[src/rtl/huffman_dc_decoder.sv]
// Bit-serial JPEG DC Huffman decoder: consumes category code + magnitude bits one per
// handshake and emits the category with its sign-extended DC difference.
module huffman_dc_decoder #(
  parameter int DIFF_W  = 12,
  parameter int MAX_CAT = 11
) (
  input  logic              clk,
  input  logic              rst,
  input  logic              is_luminance,
  input  logic              bit_in,
  input  logic              bit_valid,
  output logic              bit_ready,
  output logic [3:0]        dc_size,
  output logic [DIFF_W-1:0] dc_diff,
  output logic              out_valid,
  input  logic              out_ready,
  output logic              err
);

  localparam int CODE_W = 11;
  localparam int MAG_W  = MAX_CAT;

  typedef enum logic [1:0] {S_CODE, S_MAG, S_OUT, S_ERR} state_e;

  state_e             state_q, state_d;
  logic [CODE_W-1:0]  code_reg_q, code_reg_d;
  logic [3:0]         code_len_q, code_len_d;
  logic               luma_q, luma_d;
  logic [3:0]         size_q, size_d;
  logic [3:0]         mag_cnt_q, mag_cnt_d;
  logic [MAG_W-1:0]   mag_reg_q, mag_reg_d;
  logic [3:0]         dc_size_q, dc_size_d;
  logic [DIFF_W-1:0]  dc_diff_q, dc_diff_d;
  logic               out_valid_q, out_valid_d;
  logic               bit_ready_q, bit_ready_d;
  logic               err_q, err_d;

  // Returns {hit, category}. Only the low len bits of code take part in the compare.
  function automatic logic [4:0] lookup(input logic luma, input logic [3:0] len,
                                        input logic [CODE_W-1:0] code);
    logic [CODE_W-1:0] masked;
    logic [CODE_W-1:0] ones_zero;
    logic [4:0]        res;
    masked    = code & ((CODE_W'(1) << len) - CODE_W'(1));
    ones_zero = (CODE_W'(1) << len) - CODE_W'(2);
    res       = 5'd0;
    if (luma) begin
      if (len == 4'd2 && masked == '0)
        res = {1'b1, 4'd0};
      else if (len == 4'd3 && masked >= CODE_W'(2) && masked <= CODE_W'(6))
        res = {1'b1, masked[3:0] - 4'd1};
      else if (len >= 4'd4 && len <= 4'd9 && masked == ones_zero)
        res = {1'b1, len + 4'd2};
    end else begin
      if (len == 4'd2 && masked <= CODE_W'(2))
        res = {1'b1, masked[3:0]};
      else if (len >= 4'd3 && len <= 4'd11 && masked == ones_zero)
        res = {1'b1, len};
    end
    return res;
  endfunction

  always_comb begin
    logic              sel_luma;
    logic [CODE_W-1:0] code_new;
    logic [3:0]        len_new;
    logic [4:0]        hit_cat;
    logic [MAG_W-1:0]  mag_new;
    logic [3:0]        cnt_new;
    logic [DIFF_W-1:0] mag_ext;
    // NOTE: every _d gets a default first so no path through this block can infer a latch;
    // intermediates use blocking '=' here, state updates use '<=' in the always_ff.
    state_d     = state_q;
    code_reg_d  = code_reg_q;
    code_len_d  = code_len_q;
    luma_d      = luma_q;
    size_d      = size_q;
    mag_cnt_d   = mag_cnt_q;
    mag_reg_d   = mag_reg_q;
    dc_size_d   = dc_size_q;
    dc_diff_d   = dc_diff_q;
    out_valid_d = out_valid_q;
    bit_ready_d = bit_ready_q;
    err_d       = err_q;
    sel_luma    = (code_len_q == 4'd0) ? is_luminance : luma_q;
    code_new    = {code_reg_q[CODE_W-2:0], bit_in};
    len_new     = code_len_q + 4'd1;
    hit_cat     = lookup(sel_luma, len_new, code_new);
    mag_new     = {mag_reg_q[MAG_W-2:0], bit_in};
    cnt_new     = mag_cnt_q + 4'd1;
    mag_ext     = DIFF_W'(mag_new);

    case (state_q)
      S_CODE: if (bit_valid && bit_ready_q) begin
        code_reg_d = code_new;
        code_len_d = len_new;
        if (code_len_q == 4'd0) luma_d = is_luminance;
        if (hit_cat[4]) begin
          if (hit_cat[3:0] == 4'd0) begin
            dc_size_d   = 4'd0;
            dc_diff_d   = '0;
            out_valid_d = 1'b1;
            bit_ready_d = 1'b0;
            state_d     = S_OUT;
          end else begin
            size_d    = hit_cat[3:0];
            mag_cnt_d = 4'd0;
            mag_reg_d = '0;
            state_d   = S_MAG;
          end
        end else if (len_new == (sel_luma ? 4'd9 : 4'd11)) begin
          err_d       = 1'b1;
          bit_ready_d = 1'b0;
          state_d     = S_ERR;
        end
      end
      S_MAG: if (bit_valid && bit_ready_q) begin
        mag_reg_d = mag_new;
        mag_cnt_d = cnt_new;
        if (cnt_new == size_q) begin
          dc_size_d = size_q;
          // A leading 0 marks a negative value stored as its ones' complement.
          if (mag_new[size_q - 4'd1])
            dc_diff_d = mag_ext;
          else
            dc_diff_d = mag_ext - ((DIFF_W'(1) << size_q) - DIFF_W'(1));
          out_valid_d = 1'b1;
          bit_ready_d = 1'b0;
          state_d     = S_OUT;
        end
      end
      S_OUT: if (out_ready) begin
        out_valid_d = 1'b0;
        code_reg_d  = '0;
        code_len_d  = 4'd0;
        bit_ready_d = 1'b1;
        state_d     = S_CODE;
      end
      default: ;
    endcase
  end

  always_ff @(posedge clk) begin
    if (rst) begin
      state_q     <= S_CODE;
      code_reg_q  <= '0;
      code_len_q  <= 4'd0;
      luma_q      <= 1'b0;
      size_q      <= 4'd0;
      mag_cnt_q   <= 4'd0;
      mag_reg_q   <= '0;
      dc_size_q   <= 4'd0;
      dc_diff_q   <= '0;
      out_valid_q <= 1'b0;
      bit_ready_q <= 1'b1;
      err_q       <= 1'b0;
    end else begin
      state_q     <= state_d;
      code_reg_q  <= code_reg_d;
      code_len_q  <= code_len_d;
      luma_q      <= luma_d;
      size_q      <= size_d;
      mag_cnt_q   <= mag_cnt_d;
      mag_reg_q   <= mag_reg_d;
      dc_size_q   <= dc_size_d;
      dc_diff_q   <= dc_diff_d;
      out_valid_q <= out_valid_d;
      bit_ready_q <= bit_ready_d;
      err_q       <= err_d;
    end
  end

  assign bit_ready = bit_ready_q;
  assign dc_size   = dc_size_q;
  assign dc_diff   = dc_diff_q;
  assign out_valid = out_valid_q;
  assign err       = err_q;

endmodule

[config.mk]
export PLATFORM = sky130hd
export DESIGN_NAME = huffman_dc_decoder
export DESIGN_NICKNAME = d
export VERILOG_FILES = /design/src/rtl/huffman_dc_decoder.sv
export SDC_FILE = /design/constraint.sdc
export NUM_CORES = 1
export LEC_CHECK = 0
export BUFFER_PORTS_ARGS = -buffer_cell sky130_fd_sc_hd__buf_4
export CORE_MARGIN = 1.5
export CORE_UTILIZATION = 65
export CTS_CLUSTER_SIZE = 24
export DETAILED_ROUTE_END_ITERATION = 16
export PLACE_DENSITY = 0.84
export SLEW_MARGIN = 20
export SYNTH_ARGS = -nofsm -noshare
export SYNTH_HDL_FRONTEND = slang
export SYNTH_SLANG_ARGS = --single-unit
[constraint.sdc]
create_clock -name clk -period 8.1 [get_ports clk]
set_input_delay 1.62 -clock clk [delete_from_list [all_inputs] [get_ports clk]]
set_output_delay 1.62 -clock clk [all_outputs]
set_load 0.01 [all_outputs]
Word level (Yosys, flattened, before mapping)
Cells that the tools add are included. Widths: inputs -> output; s select.

Flip-flop bits (word level): 54. Input port bits: 6. Logic and storage cells: 137.

$add $sub $neg: 9. $lt $le $gt $ge: 8. Equality and inequality tests: 16. Shift operators: 2. Muxes and demuxes: 62. Bitwise logic cells: 3. Reductions and logical operators: 25.

Operator list (count): $mux 12 (6); $mux 10 (6); $mux 4 (11); $pmux 10 s2 (2); $mux 5 (6); $pmux 12 s2 (1); $pmux 4 s2 (3); $mux 2 (8); $mux 1 (15); $ne 2x2->1 const B (7); $reduce_and 7->1 (2); $reduce_and 6->1 (2); $shl 1x4->12 const A (1); $sub 11x12->12 (1); $sub 12x1->12 const B (1); $and 11x11->11 (1); $eq 11x11->1 (1); $ge 11x2->1 const B (1); $le 11x2->1 const B (1); $le 11x3->1 const B (1); $logic_not 11->1 (1); $shl 1x4->11 const A (1); $sub 11x1->11 const B (1); $sub 11x3->11 const B (1); other kinds (25) (44).

Depth between registers and ports, before layout
Gate-level depths: netlist (run 1).

Depth after elaboration: 15. Gate-level depth with buffers: 20. Gate-level depth less buffers: 18.

Worst setup path after synthesis (run 1)
OpenSTA, ideal clock, no wires.

Path kind: register to register. Start point: register code_len_q[0]. End point: register mag_cnt_q[1]. Arrival: 4571 ps. Required time: 8030 ps. Slack: 3459 ps. Cell stages (with the launch flop): 18. Buffers on the path: 2. Period minus slack after synthesis: 4641 ps. Cells stage by stage: dfxtp_1 > ha_1 > nor3_1 > a31o_2 > nand2_1 > ha_1 > clkbuf_1 > and3_1 > a221o_1 > a211oi_1 > o2111ai_1 > nor4_4 > a31oi_1 > a221o_1 > a21bo_2 > buf_6 > or3_1 > a21oi_1.

Longest elaborated chain between the ends: 13. Elaborated cells between the ends (all ways): 38.

Ends and longest elaborated chain: start, declared (line 27) `logic [3:0] code_len_q, code_len_d;`; start signal, assigned (line 160) `code_len_q <= code_len_d;`; $add 4x1->4 (line 87) `len_new = code_len_q + 4'd1;`; $shl 1x4->11 (line 44, 45); $sub 11x1->11 (line 44) `masked = code & ((CODE_W'(1) << len) - CODE_W'(1));`; $and 11x11->11 (line 44); $ge 11x2->1 or $eq 11x11->1 (tied branches) (line 50, 52, 57); $logic_and 1x1->1, on equally long branches (line 50, 52); $logic_and 1x1->1 or $mux 5 (tied branches) (line 50, 52); $mux 5 (line 50) `else if (len == 4'd3 && masked >= CODE_W'(2) && masked <= CODE_W'(6))`; $mux 5 (line 48) `if (len == 4'd2 && masked == '0)`; $mux 5 * (line 47) `if (luma) begin`; $logic_not 4->1 (line 99) `if (hit_cat[3:0] == 4'd0) begin`; $ne 2x2->1 (no line); $reduce_and 5->1 (no line) *; end signal, assigned (line 163) `mag_cnt_q <= mag_cnt_d;`; end, declared (line 30) `logic [3:0] mag_cnt_q, mag_cnt_d;`.

Every way passes the cells marked *; elsewhere a longest branch is shown, timed or not. A chain may end at the register's enable or synchronous reset.

Final worst setup path (run 1)
Start point: register code_len_q[0]. End point: register dc_diff_q[2], in the netlist dc_diff[2].

Longest elaborated chain between the ends: 13. Elaborated cells between the ends (all ways): 38.

Ends and longest elaborated chain: $add 4x1->4 (line 87); $shl 1x4->11 (line 44, 45); $sub 11x1->11 (line 44); $and 11x11->11 (line 44); $ge 11x2->1 or $eq 11x11->1 (tied branches) (line 50, 52, 57); $logic_and 1x1->1, on equally long branches (line 50, 52); $logic_and 1x1->1 or $mux 5 (tied branches) (line 50, 52); $mux 5 (line 50); $mux 5 (line 48); $mux 5 * (line 47); $logic_not 4->1 (line 99); $ne 2x2->1 (no line); $reduce_and 6->1 (no line) *; end signal, assigned (line 166) `dc_diff_q <= dc_diff_d;`; end, declared (line 33) `logic [DIFF_W-1:0] dc_diff_q, dc_diff_d;`.

Marked as above.

==> flow_summary_export.csv, run 1 <==
group,metric,value,unit
global_route,antenna_found_initial,0,
logic_synthesis,syn_area,5181,um^2
logic_synthesis,synth.area.top_cells,"dfxtp_1 21%, ha_1 9.9%, a21oi_1 5.5%",
sta,rsz0062_at_grt,"no",
sta,layout_min_cycle_time,6.432,ns
setup_path,cp-start-kind,"register",
detailed_routing,wl_per_cell,19.36,um
logic_synthesis,synth_top_area_frac,0.2086,
layout,multi_input_area,3776,um^2
logic_synthesis,synthesis.instances,658,
detailed_routing,routed_wl,14480,um
detailed_routing,routed_via_density,6.822,
min_path,min_path_type,"register to register",
logic_synthesis,ys_types,88,
setup_path,crit_fanout,26,
setup_path,arrival,6.68,ns
die,num_rows,32,
global_route,grt_pass1_vias,4781,
global_route,grt_start_max_net_pins,57,
layout,area_growth,3.888,%
clock_network,cts-htree-levels,2,
layout,drive_gt1_frac,0.1146,
logic_synthesis,synth-seq-cells,54,
logic_synthesis,syn_nets,706,
power_and_ir_drop,powerDensity,246.4,nW/um^2
power_and_ir_drop,leakagePower,1.961,nW
logic_synthesis,ys_seq_area_frac,0.2086,
placement,gp_congestion,0.9533,
job,drv_cap,0,
global_route,grt_pass1_wl,23600,um
die,pin_count,25,
clock_network,cts-root-buf,"clkbuf_8",
die,design.core.area,7727,um^2
sta,period_share,0.7941,
sta,maxSlewViolCount,0,
clock_network,cts_max_path_buffers,2,
setup_path,reg2reg_depth,16,
setup_path,critical_path_class,"register to register",
die,design.die.area,8516,um^2
logic_synthesis,yosysMostFrequentCell,"a21oi_1",
clock_network,path_clk_slew,0.11,ns
sta,timing.fmax,155.5,MHz
setup_path,path_cells,"ha_1 -> nor3_1 -> a31o_2 -> nand2_1 -> ha_1 -> nand4b_1 -> o41ai_2 -> nor4b_2 -> xor2_1 -> or4_1 -> nor4_4 -> a31oi_1 -> a221o_1 -> o41ai_4 -> nand4_1 -> a21oi_1",
die,start_util,0.6705,
sta,finalHoldViolations,0,
placement,hpwlAfterDp,10430,um
detailed_routing,dr.first_iter.drc_count,408,
setup_path,worst_path_max_delay_cell,"ha_1",
run_status,status,"finished, final reports clean",
setup_path,cp.required,8.35,ns
placement,dp_slack,1.864,ns
detailed_routing,route.vias.total,5103,
min_path,whs_path_depth,2,
detailed_routing,route.antenna.remaining_nets,0,
die,die-width,92.28,um
detailed_routing,firstDrtPassIters,5,
sta,setup_violations,0,
sta,slew-limit-headroom,0.3004,
sta,fin_ws,1.668,ns
layout,fin_nets,693,
layout,fillCellCount,646,
power_and_ir_drop,vdd_drop_max,264.0,uV
clock_network,clock_latency,0.32,ns
logic_synthesis,ys_dominant_reg_cell,"dfxtp_1",
detailed_routing,drcViolationCount,0,
logic_synthesis,async_flop_share,0,
logic_synthesis,syn_area_per_cell,7.874,um^2
global_route,gr-total-overflow,0,
sta,finClkSkew,0.01487,ns
logic_synthesis,yosysTopAreaCell,"dfxtp_1",
global_route,track_usage,0.3459,
setup_path,worst_setup_path_end_kind,"register",
sta,setup_tns,0,ns
layout,antenna_cells,0,
logic_synthesis,synth-edff-count,0,
clock_network,postCtsResizedCells,0,
clock_network,cts_sinks,54,
logic_synthesis,synth_commonest_cells,"57 x a21oi_1, 55 x nand2_1, 54 x dfxtp_1",
clock_network,cts_tree,"built",
clock_network,hold_buffers,0,
die,die_h,92.28,um
placement,port-buffer-count,24,
clock_network,cts_buffers,5,
layout,register_area,1081,um^2
setup_path,critPathMaxStageDelay,0.89,ns
logic_synthesis,yosys_warnings,0,
setup_path,crit_top_cell,"ha_1",
clock_network,post-cts-setup-buffers,0,
sta,tightest_slew,1.046,ns
[state kept, by name, summed over array words and instances (netlist names)]
register	cells
dc_diff	12
code_reg_q	10
mag_reg_q	10
code_len_q	4
dc_size	4
mag_cnt_q	4
size_q	4
state_q	2
bit_ready	1
err	1
luma_q	1
out_valid	1
[kinds of logic (layout without fill, tap and decap cells)]
logic type      Yosys count  in the layout  synth area share
fa+ha+maj                42             42            0.1029
mux                      14             14           0.03357
buf+inv                  73             61           0.06255
compound gates          215            215            0.2912
xor+xnor                 31             31           0.05530
simple gates            229            229            0.2458
flops                    54             54            0.2086
[where the power goes]
group	internal (mW)	switching [mW]	total [mW]
registers	0.284	0.0363	0.321
clock network	0.0650	0.101	0.166
logic	0.299	0.540	0.839
total	0.649	0.677	1.33
[cells in the final DEF (no fill, tap or decap), types with 6 or more instances in the layout]
master    instances
o21bai_1          7
nand4_1          19
a21oi_1          57
dfxtp_1          54
ha_1             41
buf_4            27
a22oi_1          14
xor2_1            9
inv_1            25
nand2_1          55
or3_1            15
nand3_1          13
o21ai_0          48
mux2_2            6
nor3_1           15
and2_1            8
a211oi_1          9
nor2_1           46
nor2b_1           9
xnor2_1          20
[through the flow]
| stage | power, mW | util | cells | hold WS, ns | instance area (um^2) |
|---|---|---|---|---|---|
| floorplan | 0.9708 | - | 658 | 0.4658 | 5181 |
| global placement | 1.118 | 0.6839 | 740 | 0.4635 | 5285 |
| detailed placement | 1.139 | 0.6839 | 740 | 0.4582 | 5285 |
| CTS | 1.306 | 0.6966 | 748 | 0.4851 | 5383 |
| global route | 1.422 | 0.6966 | 748 | 0.4999 | 5383 |
| finish | 1.326 | 0.6966 | 748 | 0.4846 | 5383 |
[layer usage]
metal  GRT usage  share of wire  up-vias
met5           0              0        -
met3     0.05556          0.092       17
met2      0.5599           0.45      224
met4     0.06923          0.010        0
met1      0.4850           0.44     2438
li1            -              -     2424
[area by class of cell]
cell class / instances / share of cell area
Clock buffer: 5 / 0.01278
Clock inverter: 3 / 0.005346
Inverter: 26 / 0.01813
Multi-Input combinational cell: 531 / 0.7015
Sequential cell: 54 / 0.2008
Tap cell: 102 / 0.02371
Timing Repair Buffer: 27 / 0.03766
[critical path, delay by kind of cell (launching register included)]
kind	cells	cell delay, ns
simple gates	7	2.10
xor+xnor	1	0.13
fa+ha+maj	2	1.38
compound gates	6	2.01
flops	1	0.74
[worst paths after layout]
path,start,end,slack [ns]
setup reg to reg,code_len_q[0],dc_diff[2],1.67
hold / removal,dc_size[2],dc_size[2],0.48
setup / recovery,code_len_q[0],dc_diff[2],1.67
hold reg to reg,dc_size[2],dc_size[2],0.48
(Power assumes the default switching activity.)
==> run 2: changes to the inputs <==
Settings changed: CORE_UTILIZATION 65 to 63, PLACE_DENSITY 0.84 to 0.82.
Clock period 8.1 ns to 6 ns, I/O delays scaled along.
==> run 2 against run 1 <==
Against the previous run: count of clock-buffer cells in the layout stayed put; non-clock buffer count is 10 higher; worst setup slack worse by 1.2 ns; power is 36% higher; global-route usage is 1.5 points lower; die area is 3.1% higher; wire length is 1.1% lower; register-to-register slack worse by 1.2 ns.
==> flow_summary_export.csv, run 2 (synthesis results as in run 1) <==
group,metric,value,unit
sta,maxSlewViolCount,0,
power_and_ir_drop,leakagePower,2.007,nW
placement,port-buffer-count,24,
power_and_ir_drop,p_seq_frac,0.230,
setup_path,path_cells,"buf_4 -> nor3_1 -> a31o_2 -> nand2_1 -> ha_1 -> nand2_1 -> a311oi_1 -> nor4b_2 -> xor2_1 -> or4_1 -> nor4_4 -> a31oi_1 -> a221o_1 -> o41a_1 -> o21ai_0 -> a21oi_1",
global_route,grt_pass1_vias,4753,
setup_path,worst_setup_path_end_kind,"register",
sta,tightest_slew,0.9733,ns
min_path,holdPathEnd,"dc_diff[10]",
setup_path,cp.required,6.17,ns
sta,finalHoldViolations,0,
setup_path,critPathMaxStageDelay,0.60,ns
clock_network,hold_buffers,0,
die,die_h,93.69,um
die,start_util,0.6602,
sta,timing.fmax,179.6,MHz
detailed_routing,drcViolationCount,0,
sta,setup_violations,0,
layout,antenna_cells,0,
setup_path,cp-start-kind,"register",
detailed_routing,wl_per_cell,18.89,um
detailed_routing,route.vias.total,5164,
power_and_ir_drop,powerDensity,330.5,nW/um^2
setup_path,crit_fanout,18,
min_path,whs_path_depth,2,
sta,finClkSkew,0.01652,ns
layout,drive_gt1_frac,0.1296,
global_route,grt_pass1_wl,23270,um
placement,hpwlAfterDp,10560,um
detailed_routing,dr.first_iter.drc_count,419,
clock_network,cts-root-buf,"clkbuf_8",
min_path,min-delay-start,"dc_diff[10]",
die,design.die.area,8777,um^2
die,pin_count,25,
sta,whs,0.4801,ns
setup_path,crit_top_cell,"nand2_1",
sta,layout_min_cycle_time,5.567,ns
sta,period_share,0.9279,
setup_path,cp.buffers_inverters,1,
placement,gp_congestion,1.046,
power_and_ir_drop,switchingPower,0.9108,mW
sta,rsz0062_at_grt,"no",
clock_network,cts-htree-levels,2,
detailed_routing,firstDrtPassIters,5,
global_route,grt_start_max_net_pins,57,
layout,area_growth,5.240,%
layout,layout_commonest_cell,"a21oi_1",
layout,fin_nets,703,
sta,setup_tns,0,ns
power_and_ir_drop,p_int,0.8911,mW
power_and_ir_drop,vdd_drop_max,335.9,uV
detailed_routing,routed_wl,14320,um
run_status,status,"finished, final reports clean",
setup_path,rr_startpoint,"code_len_q[3]",
setup_path,r2r_slack,0.43,ns
sta,fin_ws,0.4329,ns
detailed_routing,route.antenna.remaining_nets,0,
layout,final_cell_mix,"57 x a21oi_1, 55 x nand2_1, 54 x dfxtp_1",
die,die-width,93.69,um
layout,postLayoutCellArea,5453,um^2
setup_path,cp_top_family,"simple AND/OR/NAND/NOR gates",
global_route,gr-total-overflow,0,
job,drv_cap,0,
sta,slew-limit-headroom,0.3463,
placement,dp_slack,0.6145,ns
power_and_ir_drop,power,1.802,mW
setup_path,regToRegEndpoint,"dc_diff[1]",
global_route,antenna_found_initial,0,
clock_network,postCtsResizedCells,0,
layout,largest_reg_flops,12,
setup_path,worst_path_max_delay_cell,"nor4b_2",
power_and_ir_drop,combPwrFrac,0.655,
detailed_routing,routed_via_density,6.813,
clock_network,cts_sinks,54,
power_and_ir_drop,clock_power_share,0.115,
clock_network,clock_latency,0.31,ns
min_path,min_path_type,"register to register",
setup_path,reg2reg_depth,16,
setup_path,critical_path_class,"register to register",
global_route,track_usage,0.3304,
placement,place_area,5360,um^2
die,num_rows,32,
clock_network,post-cts-setup-buffers,0,
clock_network,cts_max_path_buffers,2,
clock_network,cts_tree,"built",
power_and_ir_drop,swShare,0.5055,
clock_network,path_clk_slew,0.10,ns
clock_network,cts_buffers,5,
die,design.core.area,7848,um^2
setup_path,arrival,5.74,ns
## run 2: cell count changes in the layout (fill, tap and decap cells not counted)
cell	delta
nor2_2	+1
clkinv_2	+1
inv_6	-1
buf_4	+10
clkinvlp_4	+1
inv_8	-1
nor2_1	-1
## run 2: how the worst max path moves through the flow
stage          cells after the start          start      endpoint
2_1_floorplan                     17  code_len_q[0]  mag_cnt_q[1]
3_3_place_gp                      17  code_len_q[1]   dc_diff[10]
3_5_place_dp                      16  code_len_q[3]    dc_diff[7]
4_1_cts                           16  code_len_q[3]    dc_diff[1]
5_1_grt                           17  code_len_q[1]    dc_diff[7]
6_report                          16  code_len_q[3]    dc_diff[1]
## run 2: worst register-to-register path, delay by kind of cell (launching register included)
| family | cells | cell delay (ns) |
|---|---|---|
| compound gates | 7 | 2.02 |
| xor+xnor | 1 | 0.12 |
| fa+ha+maj | 1 | 0.30 |
| buf+inv | 1 | 0.26 |
| flops | 1 | 0.50 |
| simple gates | 6 | 2.23 |
## run 2: area by class of cell
class,instances,area (um^2)
Fill cell,655,2395
Clock inverter,3,21.27
Clock buffer,5,68.82
Multi-Input combinational cell,531,3779
Inverter,26,97.59
Timing Repair Buffer,37,277.8
Tap cell,102,127.6
Sequential cell,54,1081
## run 2: layer usage
metal / part of all wire / vias up / track usage
met5: 0 / - / 0
met4: 0.014 / 0 / 0.09204
met3: 0.087 / 19 / 0.05421
met2: 0.45 / 243 / 0.5097
met1: 0.45 / 2457 / 0.4738
li1: - / 2445 / -
## run 2: power by group through the flow
stage	logic, mW	clock network [mW]	registers [mW]
finish	1.18	0.206	0.415
floorplan	0.895	0	0.416
detailed placement	1.14	0	0.422
global placement	1.12	0	0.420
CTS	1.15	0.208	0.414
global route	1.27	0.221	0.419
## run 2: through the flow
step | utilization | cells
5_1_grt | 0.6948 | 758
6_report | 0.6948 | 758
2_1_floorplan | - | 658
3_3_place_gp | 0.6830 | 750
4_1_cts | 0.6945 | 758
3_5_place_dp | 0.6830 | 750
==> run 3: changes to the inputs <==
Settings changed: CORE_ASPECT_RATIO set to 1.5.
==> run 3 against run 2 <==
Against the previous run: cell count increased by 1.1%; critical path depth unchanged; die area is 0.13% higher; global-route usage rose by 2.1 points; worst hold slack improved by 0.0049 ns; register-to-register slack better by 0.06 ns; clock power grew 46%; wire length up 7.2%; sequential share of layout area shrank 0.36 points; first-iteration DRC count decreased by 17%; highest routed layer unchanged; largest power group unchanged; clock skew fell by 0.011 ns.
==> flow_summary_export.csv, run 3 (synthesis results as in run 1) <==
group,metric,value,unit
run_status,status,"finished, final reports clean",
die,die-width,77.05,um
global_route,gr-total-overflow,0,
die,start_util,0.6470,
setup_path,critPathMaxStageDelay,0.60,ns
layout,multi_input_area,3776,um^2
placement,hpwlAfterDp,11460,um
sta,maxSlewViolCount,0,
setup_path,worst_path_max_delay_cell,"nor4b_2",
power_and_ir_drop,vdd_drop_max,255.2,uV
global_route,grt_start_max_net_pins,57,
die,design.die.area,8789,um^2
layout,antenna_cells,0,
sta,timing.fmax,181.5,MHz
layout,final_cell_mix,"57 x a21oi_1, 55 x nand2_1, 54 x dfxtp_1",
placement,port-buffer-count,24,
detailed_routing,routed_via_density,6.710,
die,pin_count,25,
placement,gp_congestion,1.129,
sta,finalHoldViolations,0,
detailed_routing,route.antenna.remaining_nets,0,
setup_path,worst_setup_path_end_kind,"register",
placement,placedCellCount,758,
detailed_routing,firstDrtPassIters,5,
global_route,grt_pass1_wl,24350,um
layout,layout_commonest_cell,"a21oi_1",
detailed_routing,drcViolationCount,0,
placement,place_area,5401,um^2
layout,postLayoutCellArea,5553,um^2
clock_network,cts-root-buf,"clkbuf_16",
setup_path,arrival,5.67,ns
clock_network,cts_tree,"built",
sta,layout_min_cycle_time,5.509,ns
global_route,grt_pass1_vias,4965,
layout,area_growth,7.172,%
layout,fin_nets,708,
setup_path,cp.required,6.16,ns
layout,largest_reg_flops,12,
power_and_ir_drop,leakagePower,2.063,nW
detailed_routing,dr.first_iter.drc_count,346,
clock_network,clock_latency,0.30,ns
detailed_routing,wl_per_cell,20.03,um
global_route,antenna_found_initial,0,
clock_network,postCtsResizedCells,0,
setup_path,reg2reg_depth,16,
layout,fillCellCount,682,
global_route,track_usage,0.3511,
detailed_routing,routed_wl,15340,um
sta,setup_tns,0,ns
clock_network,cts_max_path_buffers,2,
layout,register_area,1081,um^2
min_path,whs_path_depth,2,
clock_network,cts_sinks,54,
die,num_rows,40,
power_and_ir_drop,powerDensity,345.9,nW/um^2
clock_network,hold_buffers,0,
setup_path,crit_fanout,17,
sta,slew-limit-headroom,0.2665,
clock_network,cts-htree-levels,2,
detailed_routing,route.vias.total,5140,
layout,drive_gt1_frac,0.1346,
clock_network,post-cts-setup-buffers,0,
die,die_h,114.1,um
clock_network,path_clk_slew,0.07,ns
die,design.core.area,8008,um^2
sta,finClkSkew,0.005924,ns
sta,rsz0062_at_grt,"no",
setup_path,critical_path_class,"register to register",
sta,tightest_slew,1.096,ns
sta,setup_violations,0,
setup_path,crit_top_cell,"a21oi_1",
setup_path,cp-start-kind,"register",
sta,period_share,0.9181,
min_path,min_path_type,"register to register",
layout,final_cells,766,
setup_path,path_cells,"buf_4 -> inv_1 -> nor4_1 -> a21oi_1 -> ha_1 -> nand2_1 -> a311oi_1 -> nor4b_2 -> xor2_1 -> or4_1 -> nor4_4 -> a31oi_1 -> a221o_1 -> o41a_1 -> o21ai_0 -> a21oi_1",
clock_network,cts_buffers,5,
job,drv_cap,0,
==> run 3: cell types whose count changed in the layout (fill, tap and decap cells not counted) <==
cell,delta
clkinvlp_4,-1
buf_4,+5
nor2_2,-1
clkinv_4,+2
clkbuf_16,+5
clkinv_2,-1
clkbuf_8,-5
nor2_1,+1
==> run 3: final timing paths <==
| path | from | end | slack, ns |
|---|---|---|---|
| max reg2reg | code_len_q[2] | dc_diff[0] | 0.49 |
| min | dc_diff[10] | dc_diff[10] | 0.48 |
| min reg2reg | dc_diff[10] | dc_diff[10] | 0.48 |
| max | code_len_q[2] | dc_diff[0] | 0.49 |
==> run 3: power breakdown <==
group | internal, mW | switching (mW)
Sequential | 0.384 | 0.0299
Combinational | 0.438 | 0.769
Clock | 0.157 | 0.144
==> run 3: metrics by stage <==
stage	hold slack, ns	util	setup WS (ns)	total power, mW
floorplan	0.4658	-	1.359	1.311
global placement	0.4617	0.6745	0.6062	1.575
detailed placement	0.4674	0.6745	0.6029	1.592
CTS	0.4811	0.6934	0.5715	1.894
global route	0.4954	0.6934	0.1118	2.044
finish	0.4850	0.6934	0.4911	1.921
==> run 3: layout make-up <==
cell class                      count  area share
Sequential cell                    54      0.1947
Tap cell                          105     0.02366
Inverter                           26     0.01758
Clock inverter                      3    0.004732
Clock buffer                        5     0.02253
Timing Repair Buffer               42     0.05678
Multi-Input combinational cell    531      0.6800
==> run 3: metal layers <==
layer | vias to the layer above | track usage | part of all wire
met5 | - | 0 | 0
met4 | 0 | 0.2618 | 0.066
met3 | 76 | 0.04303 | 0.041
met2 | 197 | 0.6596 | 0.53
met1 | 2414 | 0.3498 | 0.37
li1 | 2453 | - | -
==> run 3: worst max-delay path: cells and delay by family (launching register included) <==
family,cells,cell delay [ns]
flip-flops,1,0.56
AO/OA/AOI/OAI,7,1.91
adder cells (fa/ha/maj),1,0.31
AND/OR/NAND/NOR,5,2.03
buffers and inverters,2,0.39
XOR/XNOR,1,0.15
